--- config.mk ---
export PLATFORM = sky130hd
export DESIGN_NAME = rsa_roundtrip_seq_flat
export DESIGN_NICKNAME = d
export VERILOG_FILES = /design/src/rtl/rsa_pkg.sv /design/src/rtl/rsa_roundtrip_seq_if.sv /design/src/rtl/rsa_wait_timer.sv /design/src/rtl/rsa_roundtrip_seq.sv /design/src/flat_wrapper.sv
export SDC_FILE = /design/constraint.sdc
export NUM_CORES = 2
export LEC_CHECK = 0
export BUFFER_PORTS_ARGS = -buffer_cell sky130_fd_sc_hd__buf_2
export CORE_AREA = 5 5 702 704
export CTS_CLUSTER_SIZE = 20
export DETAILED_ROUTE_END_ITERATION = 10
export DIE_AREA = 0 0 707 709
export GPL_TIMING_DRIVEN = 1
export SYNTH_ARGS = -nofsm -noshare
export SYNTH_HDL_FRONTEND = slang
export SYNTH_HIERARCHICAL = 1
export SYNTH_SLANG_ARGS = --single-unit
--- constraint.sdc ---
create_clock -name clk -period 56.5 [get_ports clk]
set_clock_uncertainty 0.05 [all_clocks]
set_input_delay 11.3 -clock clk [delete_from_list [all_inputs] [get_ports clk]]
set_output_delay 11.3 -clock clk [all_outputs]
set_load 0.05 [all_outputs]
--- src/rtl/rsa_pkg.sv ---
// Shared types and defaults for the RSA encrypt/decrypt round-trip sequencer.
package rsa_pkg;

  localparam int DEF_WIDTH   = 128;
  localparam int DEF_TIMEOUT = 2 ** 20;

  typedef enum logic [3:0] {
    IDLE,
    INV_PULSE,
    INV_GUARD,
    INV_WAIT,
    EXP_PULSE,
    EXP_GUARD,
    EXP_WAIT,
    CAPTURE,
    DONE
  } state_t;

endpackage

--- src/rtl/rsa_roundtrip_seq_if.sv ---
// Host request/result signals plus the control-engine operand and flag bus.
interface rsa_roundtrip_seq_if import rsa_pkg::*; #(
  parameter int WIDTH = DEF_WIDTH
);
  logic                 start;
  logic [WIDTH-1:0]     p_in;
  logic [WIDTH-1:0]     q_in;
  logic [2*WIDTH-1:0]   msg_in;
  logic [WIDTH-1:0]     ctl_p;
  logic [WIDTH-1:0]     ctl_q;
  logic                 ctl_reset_inverter;
  logic                 ctl_reset_mod_exp;
  logic                 ctl_encrypt_decrypt;
  logic [2*WIDTH-1:0]   ctl_msg;
  logic                 ctl_inverter_finish;
  logic                 ctl_mod_exp_finish;
  logic [2*WIDTH-1:0]   ctl_msg_out;
  logic                 busy;
  logic                 done;
  logic                 pass;
  logic                 timeout;
  logic [2*WIDTH-1:0]   cipher;
  logic [2*WIDTH-1:0]   plain_out;

  modport slave (
    input  start, p_in, q_in, msg_in,
    input  ctl_inverter_finish, ctl_mod_exp_finish, ctl_msg_out,
    output ctl_p, ctl_q, ctl_reset_inverter, ctl_reset_mod_exp,
    output ctl_encrypt_decrypt, ctl_msg,
    output busy, done, pass, timeout, cipher, plain_out
  );

  modport master (
    output start, p_in, q_in, msg_in,
    output ctl_inverter_finish, ctl_mod_exp_finish, ctl_msg_out,
    input  ctl_p, ctl_q, ctl_reset_inverter, ctl_reset_mod_exp,
    input  ctl_encrypt_decrypt, ctl_msg,
    input  busy, done, pass, timeout, cipher, plain_out
  );
endinterface

--- src/rtl/rsa_wait_timer.sv ---
// Down-counting wait budget: load the budget, count down while enabled,
// expired is high once the count has reached zero.
module rsa_wait_timer #(
  parameter int CW = 21
) (
  input  logic          clk,
  input  logic          rst,
  input  logic          clr_i,
  input  logic          ld_i,
  input  logic [CW-1:0] ld_val_i,
  input  logic          en_i,
  output logic          expired_o
);

  logic [CW-1:0] cnt_q, cnt_d;

  always_comb begin
    cnt_d = cnt_q;
    if (clr_i)
      cnt_d = '0;
    else if (ld_i)
      cnt_d = ld_val_i;
    else if (en_i && (cnt_q != '0))
      cnt_d = cnt_q - 1'b1;
  end

  always_ff @(posedge clk or posedge rst) begin
    if (rst)
      cnt_q <= '0;
    else
      cnt_q <= cnt_d;
  end

  assign expired_o = (cnt_q == '0);

endmodule

--- src/rtl/rsa_roundtrip_seq.sv ---
// Sequences an external RSA engine through encrypt then decrypt of one message
// and reports whether the recovered plaintext matches, with a per-wait timeout.
module rsa_roundtrip_seq import rsa_pkg::*; #(
  parameter int WIDTH   = DEF_WIDTH,
  parameter int TIMEOUT = DEF_TIMEOUT
) (
  input logic               clk,
  input logic               reset,
  rsa_roundtrip_seq_if.slave bus
);

  localparam int MW = 2 * WIDTH;
  localparam int CW = $clog2(TIMEOUT + 1);

  state_t           state_q, state_d;
  logic             phase_q, phase_d;
  logic             mode_q, mode_d;
  logic             pass_q, pass_d;
  logic             tmo_q, tmo_d;
  logic [WIDTH-1:0] p_q, p_d, q_q, q_d;
  logic [MW-1:0]    msg_q, msg_d;
  logic [MW-1:0]    ctl_msg_q, ctl_msg_d;
  logic [MW-1:0]    cipher_q, cipher_d;
  logic [MW-1:0]    plain_q, plain_d;
  logic             tmr_clr, tmr_ld, tmr_en, tmr_exp;

  rsa_wait_timer #(.CW(CW)) u_timer (
    .clk       (clk),
    .rst       (reset),
    .clr_i     (tmr_clr),
    .ld_i      (tmr_ld),
    .ld_val_i  (CW'(TIMEOUT - 1)),
    .en_i      (tmr_en),
    .expired_o (tmr_exp)
  );

  always_comb begin
    state_d   = state_q;
    phase_d   = phase_q;
    mode_d    = mode_q;
    pass_d    = pass_q;
    tmo_d     = tmo_q;
    p_d       = p_q;
    q_d       = q_q;
    msg_d     = msg_q;
    ctl_msg_d = ctl_msg_q;
    cipher_d  = cipher_q;
    plain_d   = plain_q;
    tmr_clr   = 1'b0;
    tmr_ld    = 1'b0;
    tmr_en    = 1'b0;
    case (state_q)
      IDLE: begin
        tmr_clr = 1'b1;
        if (bus.start) begin
          p_d       = bus.p_in;
          q_d       = bus.q_in;
          msg_d     = bus.msg_in;
          ctl_msg_d = bus.msg_in;
          mode_d    = 1'b0;
          phase_d   = 1'b0;
          pass_d    = 1'b0;
          tmo_d     = 1'b0;
          cipher_d  = '0;
          plain_d   = '0;
          state_d   = INV_PULSE;
        end
      end
      INV_PULSE: state_d = INV_GUARD;
      // Guard cycles load the budget and never look at the finish flags.
      INV_GUARD: begin
        tmr_ld  = 1'b1;
        state_d = INV_WAIT;
      end
      INV_WAIT: begin
        tmr_en = 1'b1;
        if (bus.ctl_inverter_finish) begin
          state_d = EXP_PULSE;
        end else if (tmr_exp) begin
          tmo_d   = 1'b1;
          pass_d  = 1'b0;
          state_d = DONE;
        end
      end
      EXP_PULSE: state_d = EXP_GUARD;
      EXP_GUARD: begin
        tmr_ld  = 1'b1;
        state_d = EXP_WAIT;
      end
      EXP_WAIT: begin
        tmr_en = 1'b1;
        if (bus.ctl_mod_exp_finish) begin
          state_d = CAPTURE;
        end else if (tmr_exp) begin
          tmo_d   = 1'b1;
          pass_d  = 1'b0;
          state_d = DONE;
        end
      end
      CAPTURE: begin
        if (!phase_q) begin
          cipher_d  = bus.ctl_msg_out;
          ctl_msg_d = bus.ctl_msg_out;
          mode_d    = 1'b1;
          phase_d   = 1'b1;
          state_d   = INV_PULSE;
        end else begin
          plain_d = bus.ctl_msg_out;
          pass_d  = (bus.ctl_msg_out == msg_q);
          state_d = DONE;
        end
      end
      DONE:    state_d = IDLE;
      default: state_d = IDLE;
    endcase
  end

  always_ff @(posedge clk or posedge reset) begin
    if (reset) begin
      state_q   <= IDLE;
      phase_q   <= 1'b0;
      mode_q    <= 1'b0;
      pass_q    <= 1'b0;
      tmo_q     <= 1'b0;
      p_q       <= '0;
      q_q       <= '0;
      msg_q     <= '0;
      ctl_msg_q <= '0;
      cipher_q  <= '0;
      plain_q   <= '0;
    end else begin
      state_q   <= state_d;
      phase_q   <= phase_d;
      mode_q    <= mode_d;
      pass_q    <= pass_d;
      tmo_q     <= tmo_d;
      p_q       <= p_d;
      q_q       <= q_d;
      msg_q     <= msg_d;
      ctl_msg_q <= ctl_msg_d;
      cipher_q  <= cipher_d;
      plain_q   <= plain_d;
    end
  end

  assign bus.ctl_p               = p_q;
  assign bus.ctl_q               = q_q;
  assign bus.ctl_msg             = ctl_msg_q;
  assign bus.ctl_encrypt_decrypt = mode_q;
  assign bus.ctl_reset_inverter  = (state_q == INV_PULSE);
  assign bus.ctl_reset_mod_exp   = (state_q == EXP_PULSE);
  assign bus.busy                = (state_q != IDLE);
  assign bus.done                = (state_q == DONE);
  assign bus.pass                = pass_q;
  assign bus.timeout             = tmo_q;
  assign bus.cipher              = cipher_q;
  assign bus.plain_out           = plain_q;

endmodule

--- src/flat_wrapper.sv ---
// flat-port wrapper written by rule: the top's interface ports become plain ports
module rsa_roundtrip_seq_flat import rsa_pkg::*;
#(
  parameter int WIDTH   = DEF_WIDTH,
  parameter int TIMEOUT = DEF_TIMEOUT
)
  (clk, reset, bus_start, bus_p_in, bus_q_in, bus_msg_in, bus_ctl_inverter_finish, bus_ctl_mod_exp_finish, bus_ctl_msg_out, bus_ctl_p, bus_ctl_q, bus_ctl_reset_inverter, bus_ctl_reset_mod_exp, bus_ctl_encrypt_decrypt, bus_ctl_msg, bus_busy, bus_done, bus_pass, bus_timeout, bus_cipher, bus_plain_out);
  rsa_roundtrip_seq_if #(.WIDTH(WIDTH)) bus_i ();
  input logic clk;
  input logic reset;
  input wire logic [$bits(bus_i.start)-1:0] bus_start;
  input wire logic [$bits(bus_i.p_in)-1:0] bus_p_in;
  input wire logic [$bits(bus_i.q_in)-1:0] bus_q_in;
  input wire logic [$bits(bus_i.msg_in)-1:0] bus_msg_in;
  input wire logic [$bits(bus_i.ctl_inverter_finish)-1:0] bus_ctl_inverter_finish;
  input wire logic [$bits(bus_i.ctl_mod_exp_finish)-1:0] bus_ctl_mod_exp_finish;
  input wire logic [$bits(bus_i.ctl_msg_out)-1:0] bus_ctl_msg_out;
  output wire logic [$bits(bus_i.ctl_p)-1:0] bus_ctl_p;
  output wire logic [$bits(bus_i.ctl_q)-1:0] bus_ctl_q;
  output wire logic [$bits(bus_i.ctl_reset_inverter)-1:0] bus_ctl_reset_inverter;
  output wire logic [$bits(bus_i.ctl_reset_mod_exp)-1:0] bus_ctl_reset_mod_exp;
  output wire logic [$bits(bus_i.ctl_encrypt_decrypt)-1:0] bus_ctl_encrypt_decrypt;
  output wire logic [$bits(bus_i.ctl_msg)-1:0] bus_ctl_msg;
  output wire logic [$bits(bus_i.busy)-1:0] bus_busy;
  output wire logic [$bits(bus_i.done)-1:0] bus_done;
  output wire logic [$bits(bus_i.pass)-1:0] bus_pass;
  output wire logic [$bits(bus_i.timeout)-1:0] bus_timeout;
  output wire logic [$bits(bus_i.cipher)-1:0] bus_cipher;
  output wire logic [$bits(bus_i.plain_out)-1:0] bus_plain_out;
  assign bus_i.start = bus_start;
  assign bus_i.p_in = bus_p_in;
  assign bus_i.q_in = bus_q_in;
  assign bus_i.msg_in = bus_msg_in;
  assign bus_i.ctl_inverter_finish = bus_ctl_inverter_finish;
  assign bus_i.ctl_mod_exp_finish = bus_ctl_mod_exp_finish;
  assign bus_i.ctl_msg_out = bus_ctl_msg_out;
  assign bus_ctl_p = bus_i.ctl_p;
  assign bus_ctl_q = bus_i.ctl_q;
  assign bus_ctl_reset_inverter = bus_i.ctl_reset_inverter;
  assign bus_ctl_reset_mod_exp = bus_i.ctl_reset_mod_exp;
  assign bus_ctl_encrypt_decrypt = bus_i.ctl_encrypt_decrypt;
  assign bus_ctl_msg = bus_i.ctl_msg;
  assign bus_busy = bus_i.busy;
  assign bus_done = bus_i.done;
  assign bus_pass = bus_i.pass;
  assign bus_timeout = bus_i.timeout;
  assign bus_cipher = bus_i.cipher;
  assign bus_plain_out = bus_i.plain_out;
  rsa_roundtrip_seq #(.WIDTH(WIDTH), .TIMEOUT(TIMEOUT)) u_core (.clk(clk), .reset(reset), .bus(bus_i));
endmodule
==> results.py <==
metrics = {
    "outcome": {
        "outcome": "finished, final reports clean",
    },
    "sta": {
        "finalHoldViolations": 0,
        "holdWs_ps": 417,
        "slew_headroom_pct": 16.9,
        "finalCriticalPeriod_ps": 14880,
        "tightest_slew_ps": 1240,
        "slew_viol_final": 0,
        "setup_viol": 0,
        "fin_crit_sh_pct": 26.3,
        "fmax_mhz": 67.2,
        "layout_setup_ws_ps": 41620,
        "grt_setup_unrepaired": "no",
        "setup_tns_ps": 0,
    },
    "placed_design": {
        "dp.cells": 13600,
        "io_buffers": 1803,
        "pre_cts_ws_ps": 40480,
        "gp_congestion": 0.998,
        "dp_hpwl_um": 415000,
        "placedInstanceArea_um2": 69900,
    },
    "layout": {
        "design_area_um2": 76400,
        "final_util_pct": 15.8,
        "fillers": 55100,
        "multi_input_area_um2": 19100,
        "synthToLayoutAreaGrowth_pct": 43.9,
        "final-instance-count-excl-fill": 14000,
        "layout.nets": 8069,
        "drive_gt1_share_pct": 30.7,
        "seq_area_um2": 32800,
    },
    "setup_path": {
        "crit_top_cell": "buf_4",
        "end_kind": "asynchronous set/reset pin",
        "worst_path_max_delay_cell": "buf_4",
        "path_cells": "buf_2, inv_8, buf_4, buf_4, buf_4, buf_4, buf_4",
        "crit_arrival_ps": 15700,
        "crit_type": "input pin to asynchronous set/reset pin",
        "critPathLaunchType": "input pin",
        "path_max_fanout": 91,
        "crit_path_max_incr_delay_ps": 790,
        "critical_path_required_ps": 57320,
    },
    "cts": {
        "cts-root-buf": "clkbuf_16",
        "postCtsResizedCells": 0,
        "cts_setup_buffers": 0,
        "clk_latency_ps": 880,
        "clk_pin_slew_worst_paths_ps": 60,
        "cts_hold_buffers": 0,
        "cts.sinks": 1309,
        "cts_max_level": 4,
        "cts_tree": "done",
        "cts_made_buffers": 174,
        "cts_buffer_depth": 4,
    },
    "synthesis": {
        "synth_area_leaders": "dfrtp_1 62%, nand2_1 16%, a22o_1 4.2%, xor2_1 3.8%, a31oi_1 3.0%",
        "syn_area_um2": 53100,
        "syn_area_per_cell_um2": 9.60,
        "synth_seq_cells": 1309,
        "syn_inst": 5529,
        "synth_edf_count": 0,
        "ys.flop_type": "dfrtp_1",
        "synth_top_area_share_pct": 61.7,
        "ys_types": 61,
        "async_reset_ff_share_pct": 100,
        "ys_seq_area_share_pct": 61.7,
        "synth_top_area_cell": "dfrtp_1",
        "yosysWarnings": 6,
    },
    "global_route": {
        "grt_pass1_wl_um": 594000,
        "grt_max_degree": 158,
        "gr-total-overflow": 0,
        "antenna_found_initial": 268,
        "first_global_vias": 49000,
        "grt_usage_pct": 18.5,
    },
    "power_and_ir_drop": {
        "p_per_area_nw_per_um2": 77.2,
        "peakVddDrop_mv": 0.0399,
        "total_power_mw": 5.90,
        "leakage_nw": 37.6,
    },
    "worst_hold_path": {
        "hp-class": "flop to flop",
    },
    "floorplan": {
        "die_w_um": 707,
        "core_area_um2": 485000,
        "dieArea_um2": 501000,
        "rows": 256,
        "fp.dieH_um": 709,
        "pin_count": 1804,
        "initial_core_util_pct": 10.9,
    },
    "route": {
        "drc": 0,
        "ant_nets": 0,
        "wl_um": 484000,
        "via_count": 50200,
        "wl_per_cell_um": 34.5,
        "vias_per_cell": 3.58,
        "drt-pass1-iter-count": 6,
        "drtIter0Drc": 4680,
    },
    "job": {
        "cap_violations": 0,
    },
}
==> cells in the final DEF, fill, tap and decap left out, types with 4 or more instances in the layout <==
cell and n:
nand2_1 2321, buf_2 1803, dfrtp_1 1309, nor2_1 287
a31oi_1 256, a22o_1 256, xor2_1 207, clkbuf_16 175
diode_2 144, o21ai_0 140, o21ai_1 125, buf_4 117
nor4_1 55, clkbuf_8 33, xnor2_1 28, clkinv_2 26
xor2_2 23, nand4_1 22, conb_1 21, clkbuf_1 19
bufinv_16 19, nor4_2 15, clkinvlp_4 12, inv_1 12
inv_6 11, a211oi_1 11, a21oi_1 10, nor3_1 10
clkinv_4 9, o22ai_1 6, inv_8 5, nand2b_1 5
or4_1 5, clkinv_16 4, xnor2_2 4, nand3_1 4
o21a_1 4, or3_1 4, a311oi_1 4
==> final cells by class <==
type | instances | area share [%]
Antenna cell | 144 | 0.471
Clock buffer | 227 | 6.42
Clock inverter | 90 | 1.60
Inverter | 13 | 0.0737
Multi-Input combinational cell | 3872 | 25.0
Sequential cell | 1309 | 42.9
Tap cell | 6450 | 10.6
Timing Repair Buffer | 1924 | 13.0
==> final timing paths <==
check                           slack [ps]                        end  cells after the start                  from
worst max register to register       51200     u_core/bus.cipher[127]                      8     u_core/state_q[2]
worst max-delay path                 41620  u_core/bus.plain_out[238]                      7                 reset
max in group clk                     42060        u_core/bus.ctl_q[9]                      8             bus_start
min in group asynchronous            10480       u_core/bus.ctl_q[92]                      2                 reset
worst min register to register         420       u_core/bus.ctl_p[30]                      2  u_core/bus.ctl_p[30]
worst min-delay path                   420       u_core/bus.ctl_p[30]                      2  u_core/bus.ctl_p[30]
==> registers in the layout (all words and copies together), names as in the netlist <==
signal	flops
u_core/bus.cipher	256
u_core/bus.ctl_encrypt_decrypt	1
u_core/bus.ctl_msg	256
u_core/bus.ctl_p	128
u_core/bus.ctl_q	128
u_core/bus.pass	1
u_core/bus.plain_out	256
u_core/bus.timeout	1
u_core/msg_q	256
u_core/phase_q	1
u_core/state_q	4
u_core/u_timer/cnt_q	21
==> cell families (layout without fill, tap and decap cells) <==
logic type      count (synthesis)  after routing  share of synthesized area (%)
buf+inv                       367           2254                           3.13
compound gates                834            834                           10.6
other cells                     2            165                         0.0141
simple gates                 2753           2753                           20.2
xor+xnor                      262            262                           4.32
flops                        1309           1309                           61.7
fa+ha+maj                       2              2                         0.0471
==> Yosys cell counts (4+ instances only) <==
cell type,n
o21ai_0,140
a31oi_1,256
o22ai_1,6
buf_2,201
a311oi_1,4
clkbuf_1,144
a211oi_1,11
xor2_1,230
dfrtp_1,1309
or3_1,4
nand2b_1,5
nor2_1,289
o21a_1,4
inv_1,13
nor4_1,68
o21ai_1,125
a21oi_1,10
a22o_1,256
nand3_1,4
nor3_1,11
nand4_1,22
xnor2_1,32
or4_1,5
buf_4,4
nand2_1,2321
==> power breakdown <==
group / switching [mW] / internal (mW) / total [mW]
combinational: 2.51 / 0.565 / 3.07
clock: 0.508 / 0.708 / 1.22
sequential: 0.270 / 1.34 / 1.61
==> metal layers <==
layer,track usage (%),share of wire [%],vias to the layer above
met4,7.48,4.9,30
met2,31.7,48,2605
li1,-,-,21900
met5,0,0.041,-
met1,20.1,36,24800
met3,7.90,11,808
==> worst max-delay path: cells and delay by family <==
kind	cells	cell delay, ps
buffers and inverters	7	4040
(Power assumes the default switching activity.)
